$ cat src/rtl/apb_pkg.sv
// rtl/apb_pkg.sv - shared states, access-size codes and helpers for the APB master bridge
package apb_pkg;

  typedef enum logic [2:0] {
    IDLE   = 3'd0,
    SETUP  = 3'd1,
    ACCESS = 3'd2,
    RESP   = 3'd3,
    ERR    = 3'd4
  } state_e;

  localparam logic [1:0] SZ_WORD = 2'b00;
  localparam logic [1:0] SZ_HALF = 2'b01;
  localparam logic [1:0] SZ_BYTE = 2'b10;
  localparam int         STRB_W  = 4;

  // Reserved size and naturally-misaligned half/word accesses never reach the bus.
  function automatic logic req_illegal(input logic [1:0] size, input logic [1:0] addr_lo);
    case (size)
      SZ_WORD: req_illegal = (addr_lo != 2'b00);
      SZ_HALF: req_illegal = addr_lo[0];
      SZ_BYTE: req_illegal = 1'b0;
      default: req_illegal = 1'b1;
    endcase
  endfunction

endpackage

$ cat src/rtl/apb_lane_align.sv
// rtl/apb_lane_align.sv - byte-lane strobes, store replication and load extraction/extension
module apb_lane_align
  import apb_pkg::*;
(
  input  logic [1:0]        size,
  input  logic [1:0]        addr_lo,
  input  logic [31:0]       wdata,
  input  logic [31:0]       prdata,
  input  logic              is_unsigned,
  output logic [STRB_W-1:0] strb,
  output logic [31:0]       wdata_steered,
  output logic [31:0]       rdata_ext
);

  logic [31:0] shifted;
  logic [7:0]  byte_sel;
  logic [15:0] half_sel;

  always_comb begin
    shifted       = prdata >> {addr_lo, 3'b000};
    byte_sel      = shifted[7:0];
    half_sel      = addr_lo[1] ? prdata[31:16] : prdata[15:0];
    strb          = '0;
    wdata_steered = wdata;
    rdata_ext     = prdata;
    case (size)
      SZ_WORD: strb = 4'b1111;
      SZ_HALF: begin
        strb          = addr_lo[1] ? 4'b1100 : 4'b0011;
        wdata_steered = {2{wdata[15:0]}};
        rdata_ext     = {{16{~is_unsigned & half_sel[15]}}, half_sel};
      end
      SZ_BYTE: begin
        strb          = 4'b0001 << addr_lo;
        wdata_steered = {4{wdata[7:0]}};
        rdata_ext     = {{24{~is_unsigned & byte_sel[7]}}, byte_sel};
      end
      default: begin
        wdata_steered = '0;
        rdata_ext     = '0;
      end
    endcase
  end

endmodule

$ cat src/rtl/apb_master_bridge.sv
// rtl/apb_master_bridge.sv - core memory request to APB master with wait states, errors and timeout
module apb_master_bridge
  import apb_pkg::*;
#(
  parameter int ADDR_W      = 32,
  parameter int TIMEOUT_CYC = 256
) (
  input  logic              clk,
  input  logic              reset,
  input  logic              req_valid,
  input  logic              req_write,
  input  logic [ADDR_W-1:0] req_addr,
  input  logic [31:0]       req_wdata,
  input  logic [1:0]        req_size,
  input  logic              req_unsigned,
  output logic              req_done,
  output logic              req_err,
  output logic [31:0]       req_rdata,
  output logic              busy,
  output logic              PSEL,
  output logic              PENABLE,
  output logic              PWRITE,
  output logic [ADDR_W-1:0] PADDR,
  output logic [31:0]       PWDATA,
  output logic [3:0]        PSTRB,
  input  logic [31:0]       PRDATA,
  input  logic              PREADY,
  input  logic              PSLVERR
);

  localparam int CNT_W = (TIMEOUT_CYC > 0) ? $clog2(TIMEOUT_CYC + 1) : 1;

  state_e              state_q, state_d;
  logic [1:0]          addr_lo_q, addr_lo_d;
  logic [1:0]          size_q, size_d;
  logic                unsigned_q, unsigned_d;
  logic                write_q, write_d;
  logic [31:0]         rdata_q, rdata_d;
  logic                err_q, err_d;
  logic [CNT_W-1:0]    cnt_q, cnt_d;
  logic [ADDR_W-1:0]   paddr_q, paddr_d;
  logic                pwrite_q, pwrite_d;
  logic [31:0]         pwdata_q, pwdata_d;
  logic [STRB_W-1:0]   pstrb_q, pstrb_d;

  logic [1:0]          al_size, al_addr;
  logic [STRB_W-1:0]   al_strb;
  logic [31:0]         al_wdata, al_rdata;
  logic                timeout_hit;

  // One aligner serves both paths: live request in IDLE, captured request afterwards.
  assign al_size = (state_q == IDLE) ? req_size      : size_q;
  assign al_addr = (state_q == IDLE) ? req_addr[1:0] : addr_lo_q;

  apb_lane_align u_align (
    .size          (al_size),
    .addr_lo       (al_addr),
    .wdata         (req_wdata),
    .prdata        (rdata_q),
    .is_unsigned   (unsigned_q),
    .strb          (al_strb),
    .wdata_steered (al_wdata),
    .rdata_ext     (al_rdata)
  );

  assign timeout_hit = (TIMEOUT_CYC != 0) && ((int'(cnt_q) + 1) >= TIMEOUT_CYC);

  always_comb begin
    state_d    = state_q;
    addr_lo_d  = addr_lo_q;
    size_d     = size_q;
    unsigned_d = unsigned_q;
    write_d    = write_q;
    rdata_d    = rdata_q;
    err_d      = err_q;
    cnt_d      = cnt_q;
    paddr_d    = paddr_q;
    pwrite_d   = pwrite_q;
    pwdata_d   = pwdata_q;
    pstrb_d    = pstrb_q;
    case (state_q)
      IDLE: if (req_valid) begin
        addr_lo_d  = req_addr[1:0];
        size_d     = req_size;
        unsigned_d = req_unsigned;
        write_d    = req_write;
        rdata_d    = '0;
        err_d      = 1'b0;
        if (req_illegal(req_size, req_addr[1:0])) begin
          state_d = ERR;
        end else begin
          state_d  = SETUP;
          cnt_d    = '0;
          paddr_d  = req_addr;
          pwrite_d = req_write;
          pstrb_d  = req_write ? al_strb  : '0;
          pwdata_d = req_write ? al_wdata : '0;
        end
      end
      SETUP: state_d = ACCESS;
      ACCESS: begin
        if (PREADY || timeout_hit) begin
          state_d  = RESP;
          rdata_d  = PRDATA;
          err_d    = PREADY ? PSLVERR : 1'b1;
          paddr_d  = '0;
          pwrite_d = 1'b0;
          pwdata_d = '0;
          pstrb_d  = '0;
        end
        if (!PREADY && (cnt_q != {CNT_W{1'b1}})) cnt_d = cnt_q + 1'b1;
      end
      RESP:    state_d = IDLE;
      ERR:     state_d = IDLE;
      default: state_d = IDLE;
    endcase
  end

  always_ff @(posedge clk) begin
    if (!reset) begin
      state_q    <= IDLE;
      addr_lo_q  <= '0;
      size_q     <= '0;
      unsigned_q <= 1'b0;
      write_q    <= 1'b0;
      rdata_q    <= '0;
      err_q      <= 1'b0;
      cnt_q      <= '0;
      paddr_q    <= '0;
      pwrite_q   <= 1'b0;
      pwdata_q   <= '0;
      pstrb_q    <= '0;
    end else begin
      state_q    <= state_d;
      addr_lo_q  <= addr_lo_d;
      size_q     <= size_d;
      unsigned_q <= unsigned_d;
      write_q    <= write_d;
      rdata_q    <= rdata_d;
      err_q      <= err_d;
      cnt_q      <= cnt_d;
      paddr_q    <= paddr_d;
      pwrite_q   <= pwrite_d;
      pwdata_q   <= pwdata_d;
      pstrb_q    <= pstrb_d;
    end
  end

  assign PSEL      = (state_q == SETUP) || (state_q == ACCESS);
  assign PENABLE   = (state_q == ACCESS);
  assign PADDR     = paddr_q;
  assign PWRITE    = pwrite_q;
  assign PWDATA    = pwdata_q;
  assign PSTRB     = pstrb_q;
  assign busy      = (state_q != IDLE);
  assign req_done  = (state_q == RESP) || (state_q == ERR);
  assign req_err   = (state_q == ERR) || ((state_q == RESP) && err_q);
  assign req_rdata = ((state_q == RESP) && !err_q && !write_q) ? al_rdata : '0;

endmodule

$ cat config.mk
export PLATFORM = sky130hd
export DESIGN_NAME = apb_master_bridge
export DESIGN_NICKNAME = d
export VERILOG_FILES = /design/src/rtl/apb_pkg.sv /design/src/rtl/apb_lane_align.sv /design/src/rtl/apb_master_bridge.sv
export SDC_FILE = /design/constraint.sdc
export NUM_CORES = 1
export LEC_CHECK = 0
export ABC_AREA = 1
export CORE_UTILIZATION = 51
export CTS_BUF_LIST = sky130_fd_sc_hd__clkbuf_8
export DETAILED_ROUTE_END_ITERATION = 10
export PLACE_DENSITY = 0.86
export SLEW_MARGIN = 30
export SYNTH_ARGS = -nofsm -noshare
export SYNTH_HDL_FRONTEND = slang
export SYNTH_SLANG_ARGS = --single-unit
$ cat constraint.sdc
create_clock -name clk -period 5.2 [get_ports clk]
set_clock_uncertainty 0.15 [all_clocks]
set_input_delay 0.52 -clock clk [delete_from_list [all_inputs] [get_ports clk]]
set_output_delay 0.52 -clock clk [all_outputs]
set_load 0.05 [all_outputs]
==> results.py <==
metrics = {
    "cts": {
        "post_cts_buffers": 0,
        "post_cts_resized": 0,
        "clock-root-buffer": "sky130_fd_sc_hd__clkbuf_8",
        "clk_latency_ns": 0.43,
        "numCtsBuffers": 17,
        "cts_tree": "done",
        "cts_max_level": 4,
        "ctsLongestPathBuffers": 2,
        "clkSlewWorstSetupHoldPaths_ns": 0.06,
        "clk_sink_count": 120,
        "holdBufCountCts": 0,
    },
    "placed_design": {
        "placement.io_buffers": 210,
        "finalWeightedCongestion": 0.941,
        "half_perimeter_wire_length_after_detailed_placement_microns": 13100,
    },
    "global_routing": {
        "largest_net_degree_at_the_start_of_global_routing": 72,
        "grt_pass1_wl_microns": 30000,
        "grt_usage": 0.304,
        "grt_overflow_total": 0,
        "antenna_found_initial": 0,
        "number_of_global_route_vias_before_repair": 6068,
    },
    "logic_synthesis": {
        "synth_largest_type_area_fraction": 0.397,
        "post_synth.cell_area_avg_sq_um": 6.54,
        "net_count_of_the_mapped_netlist": 1032,
        "synth_sequential_area_ratio": 0.397,
        "netlist_top_cells_area": "sky130_fd_sc_hd__dfxtp_1, sky130_fd_sc_hd__nand2_1, sky130_fd_sc_hd__a21oi_1",
        "ys_ff_latch": 120,
        "synth-warning-count": 0,
        "cell_accounting_for_the_most_synthesized_area": "sky130_fd_sc_hd__dfxtp_1",
        "postSynthCellCount": 925,
        "synthesis.area_sq_um": 6050,
        "netlist-cell-type-count": 36,
    },
    "detailed_routing": {
        "drtAntennaViolNets": 0,
        "drt-total-wl_microns": 18500,
        "detail_route.vias_per_cell": 5.31,
        "drt_drc": 0,
        "drt-pass1-iter-count": 6,
        "drt-wirelength-per-cell_microns": 14.7,
        "routed-via-count": 6694,
        "drt_iter0_drc": 707,
    },
    "worst_hold_path": {
        "min_delay_path_depth": 2,
        "min-delay-path-class": "flop to flop",
    },
    "critical_path": {
        "worst-path-stages": 11,
        "crit_family": "simple AND/OR/NAND/NOR gates",
        "critical_path.max_stage_delay_ns": 0.80,
        "timing.reg2reg.setup_slack_ns": 1.76,
        "crit_slowest_cell": "sky130_fd_sc_hd__clkdlybuf4s50_1",
        "timing_worst_setup_path_type": "flop to output port",
        "crit_fanout": 24,
        "worst-endpoint-arrival_ns": 3.61,
        "worst-endpoint-required_ns": 4.53,
        "cell_breakdown_of_the_critical_path": "nor2_4 -> nand2_4 -> nand2_1 -> o21ai_2 -> nor2_2 -> buf_4 -> nand4_2 -> nand3_1 -> nand2_1 -> inv_1 -> clkdlybuf4s50_1",
        "timing.critical_path.to_type": "output port",
        "worst_path_most_repeated_cell": "sky130_fd_sc_hd__nand2_1",
        "start_kind": "flop",
        "reg2regPathDepth": 13,
        "critical_path_buf_inv_count": 3,
    },
    "power": {
        "powerDensity_nw_per_um2": 344,
        "irDropWorstVdd_v": 0.000232,
        "p_leak_uw": 0.00331,
    },
    "layout": {
        "layout_commonest_cell": "sky130_fd_sc_hd__nand2_1",
        "regArea_sq_um": 2400,
        "finalNetCount": 1215,
        "area_added_between_synthesis_and_finish_pct": 40.7,
        "fraction_of_the_core_area_covered_by_cells_at_the_end_of_the_flow": 0.742,
        "multi_input_combinational_cell_area_sq_um": 3090,
        "layout.cells.most_common_list": "sky130_fd_sc_hd__nand2_1, sky130_fd_sc_hd__clkdlybuf4s50_1, sky130_fd_sc_hd__a21oi_1",
        "insertedDiodeCount": 0,
        "final_layout_size_suffix_gt1_frac": 0.0572,
        "fillCellCount": 903,
    },
    "floorplan": {
        "die_height_microns": 111,
        "floorplan.rows": 39,
        "initial_core_util": 0.527,
        "top_level_ports": 211,
        "core_area_sq_um": 11500,
        "dieArea_sq_um": 12300,
        "die_width_microns": 111,
    },
    "sta": {
        "slew_headroom": 0.407,
        "period_needed_ns": 4.28,
        "fin_crit_sh": 0.824,
        "final_hold_viol_count": 0,
        "clock.fmax_ghz": 0.233,
        "finalMaxSlewViolations": 0,
        "fin_setup_tns_ns": 0,
        "worst_slew_pin_slew_ns": 0.890,
        "setup_violations": 0,
        "rsz0062_at_grt": "false",
    },
    "run": {
        "maxCapViolations": 0,
    },
    "run_status": {
        "run_status": "completed",
    },
}
## sequential cells by signal (all words and copies together), names as in the netlist
signal	cells
PWDATA	32
addr_lo_q	2
state_q	3
rdata_q	32
unsigned_q	1
PSTRB	4
write_q	1
cnt_q	9
PADDR	32
size_q	2
PWRITE	1
err_q	1
## final cells by class
type                       count  share of cell area
timing repair buffer         216               0.252
inverter                      73              0.0324
sequential                   120               0.282
clock inverter                10              0.0181
clock buffer                  19              0.0307
multi-input combinational    680               0.363
tap                          143              0.0210
## logic make-up (layout without fill, tap and decap cells)
logic type | Yosys count | in the layout | synth area share
AOI/OAI and AO/OA | 177 | 177 | 0.154
xor gates and xnor gates | 5 | 5 | 0.00724
buffers and inverters | 125 | 318 | 0.0923
adders and majority gates | 2 | 2 | 0.00414
DFF | 120 | 120 | 0.397
and+or+nand+nor | 496 | 496 | 0.345
## layer usage
metal  vias up  part of all wire  GRT usage
met5         -                 0          0
met4         0             0.018     0.0827
met3        35             0.083     0.0722
met2       301              0.46      0.497
met1      3033              0.43      0.400
li1       3325                 -          -
## through the flow
| step | instance area, sq um | total power [uW] | cells | setup slack, ns | hold WS, ns |
|---|---|---|---|---|---|
| 2_1_floorplan | 6050 | 1760 | 925 | 2.23 | 0.290 |
| 3_3_place_gp | 8090 | 2030 | 1232 | 1.20 | 0.301 |
| 3_5_place_dp | 8090 | 2040 | 1232 | 1.16 | 0.305 |
| 4_1_cts | 8500 | 2930 | 1261 | 0.927 | 0.315 |
| 5_1_grt | 8500 | 3080 | 1261 | 0.614 | 0.330 |
| 6_report | 8500 | 2930 | 1261 | 0.916 | 0.313 |
## path summary, 6_finish.rpt
kind	from	end
max	state_q[0]	req_rdata[31]
min	PADDR[9]	PADDR[9]
max reg2reg	cnt_q[0]	PADDR[31]
min reg2reg	PADDR[9]	PADDR[9]
## cells in the mapped netlist, drive strengths merged
cell type,n
inv,72
or2,1
a211oi,1
nand3,86
nor3,3
clkinv,1
nand4,3
nor2,61
o21a,1
a31oi,1
nor4,1
a21oi,139
nand2,341
xor2,4
ha,2
clkbuf,17
xnor2,1
o21ai,35
dfxtp,120
buf,35
## where the power goes
part	internal (uW)	total (uW)	switching, uW
combinational	325	1020	690
sequential	982	1020	37.7
clock	535	894	359
## worst register-to-register path: stages (launching register included)
cell	delay, ns
sky130_fd_sc_hd__dfxtp_1	0.38
sky130_fd_sc_hd__ha_1	0.20
sky130_fd_sc_hd__nand2_1	0.06
sky130_fd_sc_hd__inv_1	0.07
sky130_fd_sc_hd__nand4_1	0.14
sky130_fd_sc_hd__nor2_1	0.14
sky130_fd_sc_hd__ha_1	0.25
sky130_fd_sc_hd__nor2_1	0.23
sky130_fd_sc_hd__nand3_2	0.14
sky130_fd_sc_hd__nand3_4	0.12
sky130_fd_sc_hd__buf_4	0.60
sky130_fd_sc_hd__inv_2	0.51
sky130_fd_sc_hd__nand3_1	0.22
sky130_fd_sc_hd__a21oi_1	0.08
Note: power is estimated with default switching activity, not from simulation.
